`src/rtl/phy_tx_arbiter.sv`:
```
// Link trainer plus two-way round-robin burst arbiter feeding the phy_tx word input.
// Optional per-requester transfer counters are enabled by defining PHY_TX_ARBITER_STATS_EN.
module phy_tx_arbiter #(
    parameter int                  DATA_WIDTH = 32,
    parameter int                  INIT_WORDS = 4,
    parameter logic [DATA_WIDTH-1:0] IDLE_WORD  = 32'hBCBCBCBC,
    parameter int                  MAX_BURST  = 4
) (
    input  logic                  clk,
    input  logic                  reset,
    input  logic [DATA_WIDTH-1:0] data_in_0,
    input  logic                  valid_in_0,
    output logic                  ready_0,
    input  logic [DATA_WIDTH-1:0] data_in_1,
    input  logic                  valid_in_1,
    output logic                  ready_1,
    output logic [DATA_WIDTH-1:0] data_in_tx,
    output logic                  valid_in_tx,
    output logic                  link_up,
    output logic                  grant_id
`ifdef PHY_TX_ARBITER_STATS_EN
    ,
    output logic [15:0]           words_sent_0,
    output logic [15:0]           words_sent_1
`endif
);

    localparam int TRAIN_W = $clog2(INIT_WORDS + 1);
    localparam int BURST_W = $clog2(MAX_BURST + 1);
    localparam logic [TRAIN_W-1:0] TRAIN_LAST = TRAIN_W'(INIT_WORDS - 1);
    localparam logic [TRAIN_W-1:0] TRAIN_SAT  = TRAIN_W'(INIT_WORDS);
    localparam logic [BURST_W-1:0] BURST_LAST = BURST_W'(MAX_BURST - 1);

    typedef enum logic [1:0] {TRAIN, IDLE, GRANT0, GRANT1} state_t;

    state_t               state, next_state;
    logic [TRAIN_W-1:0]   train_cnt;
    logic [BURST_W-1:0]   burst_cnt;
    logic                 rr_ptr;
    logic                 xfer;
    logic [DATA_WIDTH-1:0] xfer_data;
    logic                 grant_set;
    logic                 grant_next;
    logic                 own_valid;
    logic                 other_valid;
    logic                 own_id;

    assign ready_0 = (state == GRANT0);
    assign ready_1 = (state == GRANT1);

    always_comb begin
        next_state  = state;
        grant_set   = 1'b0;
        grant_next  = grant_id;
        own_id      = (state == GRANT1);
        own_valid   = own_id ? valid_in_1 : valid_in_0;
        other_valid = own_id ? valid_in_0 : valid_in_1;
        xfer        = (ready_0 & valid_in_0) | (ready_1 & valid_in_1);
        xfer_data   = own_id ? data_in_1 : data_in_0;
        case (state)
            TRAIN: begin
                if (train_cnt == TRAIN_LAST) next_state = IDLE;
            end
            IDLE: begin
                if (valid_in_0 || valid_in_1) begin
                    grant_set = 1'b1;
                    // On a tie the requester that did not own the last grant wins.
                    if (valid_in_0 && valid_in_1) grant_next = ~rr_ptr;
                    else                          grant_next = valid_in_1;
                    next_state = grant_next ? GRANT1 : GRANT0;
                end
            end
            default: begin
                if (!own_valid || burst_cnt == BURST_LAST) begin
                    if (other_valid) begin
                        grant_set  = 1'b1;
                        grant_next = ~own_id;
                        next_state = grant_next ? GRANT1 : GRANT0;
                    end else if (own_valid) begin
                        grant_set  = 1'b1;
                        grant_next = own_id;
                    end else begin
                        next_state = IDLE;
                    end
                end
            end
        endcase
    end

    always_ff @(posedge clk) begin
        if (reset) begin
            state       <= TRAIN;
            train_cnt   <= '0;
            burst_cnt   <= '0;
            data_in_tx  <= IDLE_WORD;
            valid_in_tx <= 1'b0;
            link_up     <= 1'b0;
            grant_id    <= 1'b0;
            rr_ptr      <= 1'b1;
        end else begin
            state <= next_state;
            if (state == TRAIN && train_cnt != TRAIN_SAT) train_cnt <= train_cnt + 1'b1;
            // Delayed by one so link_up rises together with the first idle word.
            link_up <= (state != TRAIN);
            if (state == TRAIN) begin
                data_in_tx  <= IDLE_WORD;
                valid_in_tx <= 1'b1;
            end else if (xfer) begin
                data_in_tx  <= xfer_data;
                valid_in_tx <= 1'b1;
            end else begin
                data_in_tx  <= IDLE_WORD;
                valid_in_tx <= 1'b0;
            end
            if (grant_set)  burst_cnt <= '0;
            else if (xfer)  burst_cnt <= burst_cnt + 1'b1;
            if (grant_set) begin
                grant_id <= grant_next;
                rr_ptr   <= grant_next;
            end
        end
    end

`ifdef PHY_TX_ARBITER_STATS_EN
    always_ff @(posedge clk) begin
        if (reset) begin
            words_sent_0 <= '0;
            words_sent_1 <= '0;
        end else begin
            if (ready_0 && valid_in_0) words_sent_0 <= words_sent_0 + 16'd1;
            if (ready_1 && valid_in_1) words_sent_1 <= words_sent_1 + 16'd1;
        end
    end
`endif

endmodule

```
`config.mk`:
```
export PLATFORM = sky130hd
export DESIGN_NAME = phy_tx_arbiter
export DESIGN_NICKNAME = d
export VERILOG_FILES = /design/src/rtl/phy_tx_arbiter.sv
export SDC_FILE = /design/constraint.sdc
export NUM_CORES = 1
export LEC_CHECK = 0
export ABC_AREA = 1
export BUFFER_PORTS_ARGS = -buffer_cell sky130_fd_sc_hd__clkbuf_2
export CORE_ASPECT_RATIO = 1.4
export CORE_MARGIN = 1
export CORE_UTILIZATION = 30
export DETAILED_ROUTE_END_ITERATION = 12
export SKIP_CTS_REPAIR_TIMING = 1
export SLEW_MARGIN = 20
export SYNTH_ARGS = -nofsm -noshare
export SYNTH_HDL_FRONTEND = slang
export SYNTH_SLANG_ARGS = --single-unit
```
`constraint.sdc`:
```
create_clock -name clk -period 1.27 [get_ports clk]
set_input_delay 0.127 -clock clk [delete_from_list [all_inputs] [get_ports clk]]
set_output_delay 0.127 -clock clk [all_outputs]
set_load 0.01 [all_outputs]
```
==> results.json <==
{
  "status": "complete, but fails checks",
  "violations": "negative setup slack",
  "cts_tree": "done",
  "h-tree-depth": 2,
  "drive_gt1_share_pct": 47.7,
  "final-setup-viol-count": 2,
  "synth_top_family_by_area": "simple AND/OR/NAND/NOR gates",
  "endpoint_kind": "flop",
  "power_frac_clock_pct": 27.4,
  "clockBufferDepth": 2,
  "wirelength_mm": 5.19,
  "total_power_w": 0.00417,
  "syn_inst": 245,
  "cp.required_ps": 1500,
  "drtIter0Drc": 58,
  "drc": 0,
  "grt.overflow.total": 0,
  "clk_pin_slew_ps": 90,
  "synth-compound-area-share_pct": 9.82,
  "start_kind": "flop",
  "final-seq-area_sq_um": 886,
  "ant_nets": 0,
  "cts.sinks": 44,
  "die_h_microns": 96.1,
  "synth_fa_ha_area_share_pct": 3.29,
  "grt_max_degree": 34,
  "power.leakage_nw": 1.43,
  "r2r-end": "data_in_tx[22]$_SDFF_PP0_",
  "fp.dieW_microns": 69.2,
  "gp_congestion": 0.799,
  "syn_avg_cell_area_sq_um": 7.75,
  "grt_setup_unrepaired": "yes",
  "swShare_pct": 32.2,
  "vias_per_cell": 4.51,
  "cts_buffers": 5,
  "syn_nets": 318,
  "tightest_slew_ps": 223,
  "hpwl_mm": 3.82,
  "fillers": 597,
  "synth-xor-area-share_pct": 0,
  "num_vias": 1978,
  "ys_seq_area_share_pct": 46.4,
  "diodes": 0,
  "dp_slack_ps": -2.50,
  "ios": 105,
  "synth_area_sq_um": 1900,
  "cts_root_buffer": "clkbuf_8",
  "ys_warn_count": 0,
  "multi_input_area_sq_um": 931,
  "critPathKind": "flop to flop",
  "worstSkewPairLatency_ps": 290,
  "layout_common_cells": "102 x clkbuf_2, 86 x nand2_1, 40 x dfxtp_1, 20 x nand3_1, 15 x inv_1",
  "path_max_fanout": 10,
  "start_util_pct": 31.7,
  "synthSimpleGateAreaFrac_pct": 31.7,
  "worst_clock_skew_ps": 3.59,
  "rows": 33,
  "hp-start": "data_in_1[31]",
  "hold_viol": 0,
  "grt_pass1_wl_mm": 7.65,
  "irDropWorstVdd_v": 0.000790,
  "finalMaxSlewViolations": 0,
  "maxSlewHeadroom_pct": 85.2,
  "power_density_nw_per_um2": 1440,
  "fin_crit_ps": 1280,
  "wl_per_cell_microns": 11.8,
  "dieArea_sq_um": 6660,
  "r2r_start": "state[0]$_SDFFE_PP0P_",
  "port_buffers": 104,
  "core-area_sq_um": 5990,
  "hold_slack_ps": 36.5,
  "hold_class": "input port to flop",
  "power_frac_comb_pct": 33.8,
  "reg2reg_slack_ps": -10,
  "whs_path_depth": 3,
  "max_freq_mhz": 781,
  "crit_arrival_ps": 1510,
  "synth_mux_area_share_pct": 0,
  "first_pass_iters": 4,
  "maxCapViolations": 0,
  "final_common_cell": "clkbuf_2",
  "p_int_w": 0.00283,
  "grt_pass1_vias": 1682,
  "syn_to_final_growth_pct": 52.0,
  "p_switching_w": 0.00135,
  "ys_ff_latch": 44,
  "worstRegToRegCells": 9,
  "synth_cell_types": 24,
  "nets": 441,
  "hold_end": "data_in_tx[31]$_SDFF_PP1_",
  "period_share_pct": 101,
  "antenna_found_initial": 0,
  "grt_usage_pct": 14.3,
  "setup_ws_ps": -9.66,
  "power.share.sequential_pct": 38.8
}
[synthesized netlist by cell type]
| cell | n | area [sq um] |
|---|---|---|
| nand3_4 | 2 | 35.0 |
| buf_6 | 3 | 33.8 |
| inv_1 | 17 | 63.8 |
| inv_2 | 3 | 11.3 |
| a31oi_1 | 1 | 6.26 |
| buf_4 | 2 | 15.0 |
| dfxtp_1 | 44 | 881 |
| nor2_1 | 11 | 41.3 |
| nand3_1 | 25 | 125 |
| inv_6 | 1 | 8.76 |
| a21oi_1 | 10 | 50.1 |
| nand4_1 | 1 | 6.26 |
| ha_1 | 5 | 62.6 |
| or2_1 | 2 | 12.5 |
| o21ai_2 | 1 | 8.76 |
| nand2_1 | 90 | 338 |
| buf_2 | 5 | 25.0 |
| nand2_2 | 2 | 12.5 |
| nor2_8 | 1 | 20.0 |
| inv_4 | 1 | 6.26 |
| a21oi_2 | 11 | 96.3 |
| buf_1 | 1 | 3.75 |
| o21ai_0 | 5 | 25.0 |
| nand2_4 | 1 | 11.3 |
[flip-flops by register name, summed over array words and instances, names as in the netlist]
register,cells
data_in_tx,32
burst_cnt,3
train_cnt,3
state,2
grant_id,1
link_up,1
rr_ptr,1
valid_in_tx,1
[layer usage]
layer | up-vias | part of all wire, % | global-route usage (%)
met3 | 5 | 6.4 | 4.40
met5 | - | 0 | 0
li1 | 1017 | - | -
met4 | 0 | 1.0 | 4.76
met1 | 879 | 42 | 16.6
met2 | 77 | 51 | 25.1
[how the worst max path moves through the flow]
stage / start / end / slack [ps] / cells past startpoint
after floorplan: burst_cnt[0]$_SDFFE_PP0P_ / burst_cnt[0]$_SDFFE_PP0P_ / 140 / 7
after global placement: burst_cnt[0]$_SDFFE_PP0P_ / burst_cnt[2]$_SDFFE_PP0P_ / 40 / 7
after detailed placement: burst_cnt[0]$_SDFFE_PP0P_ / burst_cnt[0]$_SDFFE_PP0P_ / -2 / 7
after CTS: state[1]$_SDFFE_PP0P_ / ready_1 / -230 / 5
after global routing: state[0]$_SDFFE_PP0P_ / data_in_tx[22]$_SDFF_PP0_ / -60 / 9
final: state[0]$_SDFFE_PP0P_ / data_in_tx[22]$_SDFF_PP0_ / -10 / 9
[per-stage QoR]
stage               instance area (sq um)  utilization (%)  setup TNS, ps  cells
floorplan                            1900                -              0    245
global placement                     2570             42.9              0    423
detailed placement                   2570             42.9          -2.50    423
CTS                                  2690             44.9           -296    431
global route                         2890             48.2          -1200    439
finish                               2890             48.2          -13.9    439
[cells by family (layout without fill, tap and decap cells)]
family          after synthesis  after routing
compound gates               28             28
simple gates                135            135
buf+inv                      33            157
fa+ha+maj                     5              5
flops                        44             44
[worst max-delay path: stages, from the launching register on]
cell and delay [ps]:
dfxtp_2 340, buf_6 130, inv_6 60, nand3_4 60, nand2_4 110, inv_6 50
nor2_8 150, inv_4 60, buf_12 150, a21oi_4 100
[power groups by stage]
stage,Sequential [W],Clock [W],Combinational [W]
finish,0.00162,0.00114,0.00141
global placement,0.00163,0,0.00122
floorplan,0.00167,0,0.000726
detailed placement,0.00164,0,0.00123
CTS,0.00160,0.00119,0.00123
global route,0.00163,0.00124,0.00157
[area by class of cell]
class	count	share of cell area, %
Clock inverter	2	1.34
Multi-Input combinational cell	168	32.2
Sequential cell	44	30.7
Timing Repair Buffer	127	26.5
Clock buffer	6	2.86
Tap cell	70	3.03
Inverter	22	3.38
Note: power is estimated with default switching activity, not from simulation.
